===== src/rtl/spi_avalon_pkg.sv =====
// rtl/spi_avalon_pkg.sv - shared types and constants for the SPI Avalon command master
package spi_avalon_pkg;

    localparam int         DATA_W      = 32;
    localparam logic [7:0] TX_ADDR_DEF = 8'h00;
    localparam logic [7:0] RX_ADDR_DEF = 8'h04;

    typedef enum logic [2:0] {
        ST_IDLE,
        ST_WR,
        ST_WAIT_IRQ,
        ST_RD,
        ST_RESP
    } state_t;

endpackage


===== src/rtl/avalon_mm_access.sv =====
// rtl/avalon_mm_access.sv - single Avalon-MM access engine, strobes held until wait_request drops
module avalon_mm_access
    import spi_avalon_pkg::*;
(
    input  logic              clk,
    input  logic              reset_n,
    input  logic              start,
    input  logic              start_read,
    input  logic [7:0]        start_address,
    input  logic [DATA_W-1:0] start_write_data,
    input  logic              wait_request,
    output logic              done,
    output logic [7:0]        av_address,
    output logic              av_chip_select,
    output logic              av_write,
    output logic [DATA_W-1:0] av_write_data,
    output logic              av_read
);

    // done marks the cycle the slave accepts the access; strobes drop on the following edge
    assign done = av_chip_select & ~wait_request;

    always_ff @(posedge clk or negedge reset_n) begin
        if (!reset_n) begin
            av_address     <= '0;
            av_chip_select <= 1'b0;
            av_write       <= 1'b0;
            av_write_data  <= '0;
            av_read        <= 1'b0;
        end else if (start) begin
            av_chip_select <= 1'b1;
            av_write       <= ~start_read;
            av_read        <= start_read;
            av_address     <= start_address;
            if (!start_read) begin
                av_write_data <= start_write_data;
            end
        end else if (done) begin
            av_chip_select <= 1'b0;
            av_write       <= 1'b0;
            av_read        <= 1'b0;
        end
    end

endmodule


===== src/rtl/spi_avalon_cmd_master.sv =====
// rtl/spi_avalon_cmd_master.sv - command/response stream to SPI Avalon bridge master
module spi_avalon_cmd_master
    import spi_avalon_pkg::*;
#(
    parameter logic [7:0] TX_ADDR     = TX_ADDR_DEF,
    parameter logic [7:0] RX_ADDR     = RX_ADDR_DEF,
    parameter int         TIMEOUT_CYC = 4096,
    parameter int         TO_W        = 13
) (
    input  logic              clk,
    input  logic              reset_n,
    input  logic              cmd_valid,
    output logic              cmd_ready,
    input  logic [DATA_W-1:0] cmd_data,
    input  logic              cmd_no_rsp,
    output logic              rsp_valid,
    input  logic              rsp_ready,
    output logic [DATA_W-1:0] rsp_data,
    output logic              rsp_err,
    output logic [7:0]        av_address,
    output logic              av_chip_select,
    output logic              av_write,
    output logic [DATA_W-1:0] av_write_data,
    output logic              av_read,
    input  logic [DATA_W-1:0] av_read_data,
    input  logic              av_wait_request,
    input  logic              irq,
    output logic              busy,
    output logic [7:0]        err_count
);

    state_t            state, state_nxt;
    logic [TO_W-1:0]   to_cnt, to_cnt_d;
    logic              no_rsp_q, no_rsp_d;
    logic [DATA_W-1:0] rsp_data_d;
    logic              rsp_err_d;
    logic [7:0]        err_count_d;
    logic              acc_start, acc_read, acc_done, timeout;

    assign timeout = (to_cnt == TO_W'(TIMEOUT_CYC - 1));

    avalon_mm_access u_access (
        .clk              (clk),
        .reset_n          (reset_n),
        .start            (acc_start),
        .start_read       (acc_read),
        .start_address    (acc_read ? RX_ADDR : TX_ADDR),
        .start_write_data (cmd_data),
        .wait_request     (av_wait_request),
        .done             (acc_done),
        .av_address       (av_address),
        .av_chip_select   (av_chip_select),
        .av_write         (av_write),
        .av_write_data    (av_write_data),
        .av_read          (av_read)
    );

    always_ff @(posedge clk or negedge reset_n) begin
        if (!reset_n) begin
            state     <= ST_IDLE;
            to_cnt    <= '0;
            no_rsp_q  <= 1'b0;
            cmd_ready <= 1'b0;
            rsp_valid <= 1'b0;
            rsp_data  <= '0;
            rsp_err   <= 1'b0;
            busy      <= 1'b0;
            err_count <= '0;
        end else begin
            state     <= state_nxt;
            to_cnt    <= to_cnt_d;
            no_rsp_q  <= no_rsp_d;
            cmd_ready <= (state_nxt == ST_IDLE);
            rsp_valid <= (state_nxt == ST_RESP);
            rsp_data  <= rsp_data_d;
            rsp_err   <= rsp_err_d;
            busy      <= (state_nxt != ST_IDLE);
            err_count <= err_count_d;
        end
    end

    always_comb begin
        state_nxt = state;
        case (state)
            ST_IDLE:     if (cmd_valid && cmd_ready) state_nxt = ST_WR;
            ST_WR:       if (acc_done) state_nxt = no_rsp_q ? ST_IDLE : ST_WAIT_IRQ;
            ST_WAIT_IRQ: begin
                // irq takes priority over a timeout landing in the same cycle
                if (irq)          state_nxt = ST_RD;
                else if (timeout) state_nxt = ST_RESP;
            end
            ST_RD:       if (acc_done) state_nxt = ST_RESP;
            ST_RESP:     if (rsp_valid && rsp_ready) state_nxt = ST_IDLE;
            default:     state_nxt = ST_IDLE;
        endcase
    end

    always_comb begin
        acc_start   = 1'b0;
        acc_read    = (state == ST_WAIT_IRQ);
        to_cnt_d    = to_cnt;
        no_rsp_d    = no_rsp_q;
        rsp_data_d  = rsp_data;
        rsp_err_d   = rsp_err;
        err_count_d = err_count;
        case (state)
            ST_IDLE: begin
                if (cmd_valid && cmd_ready) begin
                    acc_start = 1'b1;
                    no_rsp_d  = cmd_no_rsp;
                end
            end
            ST_WR: to_cnt_d = '0;
            ST_WAIT_IRQ: begin
                if (irq) begin
                    acc_start = 1'b1;
                end else if (timeout) begin
                    rsp_data_d = '0;
                    rsp_err_d  = 1'b1;
                    if (err_count != 8'hFF) err_count_d = err_count + 8'd1;
                end else begin
                    to_cnt_d = to_cnt + 1'b1;
                end
            end
            ST_RD: begin
                if (acc_done) begin
                    rsp_data_d = av_read_data;
                    rsp_err_d  = 1'b0;
                end
            end
            default: ;
        endcase
    end

endmodule


===== config.mk =====
export PLATFORM = sky130hd
export DESIGN_NAME = spi_avalon_cmd_master
export DESIGN_NICKNAME = d
export VERILOG_FILES = /design/src/rtl/spi_avalon_pkg.sv /design/src/rtl/avalon_mm_access.sv /design/src/rtl/spi_avalon_cmd_master.sv
export SDC_FILE = /design/constraint.sdc
export NUM_CORES = 1
export LEC_CHECK = 0
export ABC_AREA = 1
export CAP_MARGIN = 20
export CORE_MARGIN = 1.5
export CORE_UTILIZATION = 40
export CTS_CLUSTER_DIAMETER = 80
export DETAILED_ROUTE_END_ITERATION = 16
export GPL_TIMING_DRIVEN = 0
export PLACE_DENSITY = 0.77
export SLEW_MARGIN = 20
export SYNTH_ARGS = -nofsm -noshare
export SYNTH_HDL_FRONTEND = slang
export SYNTH_SLANG_ARGS = --single-unit

===== constraint.sdc =====
create_clock -name clk -period 3.3 [get_ports clk]
set_input_delay 0.33 -clock clk [delete_from_list [all_inputs] [get_ports clk]]
set_output_delay 0.33 -clock clk [all_outputs]
set_load 0.02 [all_outputs]

==> flow_summary.ini <==
[place]
numPortBuffers = 150
dpl.hpwl_um = 7720
place_ws_ns = 1.43
place_congestion = 0.868

[routing]
routed_via_density = 4.66
drc = 0
drt-wirelength-per-cell_um = 12.5
drtAntennaViolNets = 0
vias = 3848
drt_iter0_markers = 236
wl_um = 10300
firstDrtPassIters = 4

[yosys]
syn-cell-area_um2 = 4320
netlist.area_leader.share = 0.562
ys_warn_count = 0
ys_ff_latch = 97
synth.avg_cell_area_um2 = 8.38
syn_inst = 515
yosys-top-cells-area = dfrtp_1 56%, nand2_1 23%, nand3_1 2.8%
synth_cell_types = 32
synth_top_cell_by_area = dfrtp_1
seq_area_frac_synth = 0.562

[clocking]
clk_pin_slew_ns = 0.11
htreeDepth = 3
clkSinkCount = 97
root_buffer = clkbuf_8
holdBufCountCts = 1
clk_latency_ns = 0.37
cts_inserted_buffers = 9
ctsResizeCount = 0
cts_setup_buffers = 0
cts_tree = yes
cts_buffer_depth = 2

[layout]
final_cell_mix = 259 x nand2_1, 149 x clkdlybuf4s50_1, 97 x dfrtp_1, 24 x nand3_1, 22 x inv_1
layout_commonest_cell = nand2_1
final_util = 0.600
fillers = 917
diodes = 0
nNetsFinal = 757
post_route_cells_drive_above_1_share = 0.0871
syn2layout_area_growth_pct = 44.8

[setup_path]
r2r_setup_slack_ns = 1.55
end_kind = output port
slowest_delay_ns = 0.65
path_cells = clkdlybuf4s50_1
path_delay_family = buffers and inverters
reg2reg_to = to_cnt[10]
r2r-start = to_cnt[1]
cp_data_required_time_ns = 2.97
startpoint = err_count[0]
cp-start-kind = flop
path_class = reg2out
crit_buf_inv = 1
cp_slowest_cell = clkdlybuf4s50_1
critPathArrivalTime_ns = 1.45
r2r_cells = 9
cp_max_fo = 5

[timing]
fin_skew_ns = 0.0179
post-route-period-util = 0.540
hold_viol_final = 0
setup_viol = 0
min_period_ns = 1.78
timing.fmax_mhz = 562
drv_slew = 0
rsz0062_at_grt = false
setup_ws_ns = 1.52

[grt]
antenna_found_initial = 0
grt_pass1_wl_um = 17200
grt_max_degree = 65
grt_pass1_vias = 3831
grt-ovfl-total = 0
track_usage = 0.187

[power]
clock_power_share = 0.160
p_int_w = 0.00296
p_seq_frac = 0.372
power.switching_w = 0.00195
irDropWorstVdd_v = 0.000437
p_sw_frac = 0.398
powerDensity_nw_per_um2 = 786
pwr-share-comb = 0.469
leakage_nw = 2.98

[status]
status = finished, final reports clean

[floorplanning]
dieArea_um2 = 11400
ios = 158
die_y_um = 107
die_width_um = 107
fp.coreArea_um2 = 10400
start_util = 0.414
num_rows = 37

[min_path]
hp-class = in2async

[flow_run]
cap_violations = 0
-- final cells by class --
type	instances	area, µm²	area share
Inverter	28	105	0.0168
Buffer	23	155	0.0248
Sequential cell	97	2430	0.388
Timing Repair Buffer	152	1540	0.246
Tap cell	136	170	0.0272
Multi-Input combinational cell	373	1650	0.264
Clock inverter	6	73.8	0.0118
Clock buffer	10	128	0.0204
-- metal layers --
metal,track usage,share of wire,wire length [µm]
met2,0.309,0.48,4900
met4,0.0648,0.018,181
met3,0.0468,0.081,831
met1,0.239,0.43,4400
met5,0,0,0
-- Yosys cell counts --
library cell,number
nor2_2,6
inv_1,22
clkinv_1,2
nand4_1,7
nand3_2,3
o21ai_0,3
o211ai_1,1
a21oi_1,4
buf_6,4
nor3_1,4
o21ai_2,6
dfrtp_1,97
buf_2,7
nand3b_1,2
o21ai_1,14
inv_2,4
nand3_4,1
xor2_1,3
nor3_4,1
buf_4,8
clkbuf_1,4
a21o_1,1
nand2_1,259
o21bai_1,2
nand3_1,24
nor2_1,18
xnor2_1,2
conb_1,1
o21ai_4,1
nand2_2,1
ha_1,2
or2_2,1
-- power groups by stage --
| stage | Combinational [W] | Sequential [W] | Clock, W |
|---|---|---|---|
| floorplan | 0.000789 | 0.00227 | 0 |
| finish | 0.00230 | 0.00183 | 0.000784 |
| global route | 0.00251 | 0.00187 | 0.000854 |
| global placement | 0.00227 | 0.00182 | 0 |
| CTS | 0.00233 | 0.00183 | 0.000808 |
| detailed placement | 0.00232 | 0.00184 | 0 |
-- per-stage QoR --
step           area [µm²]  hold slack, ns  power (W)  cells  setup TNS (ns)
6_report             6250           0.421    0.00491    825               0
4_1_cts              6250           0.422    0.00497    825               0
5_1_grt              6250           0.433    0.00524    825               0
3_5_place_dp         6040           0.251    0.00416    808               0
2_1_floorplan        4340          0.0344    0.00306    521               0
3_3_place_gp         6010           0.453    0.00409    807         -157.26
-- kinds of logic after synthesis --
logic type | count (synthesis) | share of synthesized area
compound gates | 32 | 0.0472
xor+xnor | 5 | 0.0101
fa+ha+maj | 2 | 0.00580
buf+inv | 51 | 0.0603
flops | 97 | 0.562
other cells | 1 | 0.000869
simple gates | 327 | 0.313
-- how the worst max path moves through the flow --
stage          slack [ns]  depth (start not counted)                    endpoint
2_1_floorplan        1.69                          8                err_count[6]
3_3_place_gp        -1.63                          1  u_access.av_write_data[11]
3_5_place_dp         1.43                          5                   to_cnt[6]
4_1_cts              1.51                          1                err_count[0]
5_1_grt              1.34                          9                   to_cnt[6]
6_report             1.52                          1                err_count[0]
-- registers in the layout, indices dropped and copies added (netlist names), 3 cells and up --
name                    cells
state                       3
err_count                   8
rsp_data                   32
u_access.av_write_data     32
to_cnt                     13
Note: power is estimated with default switching activity, not from simulation.
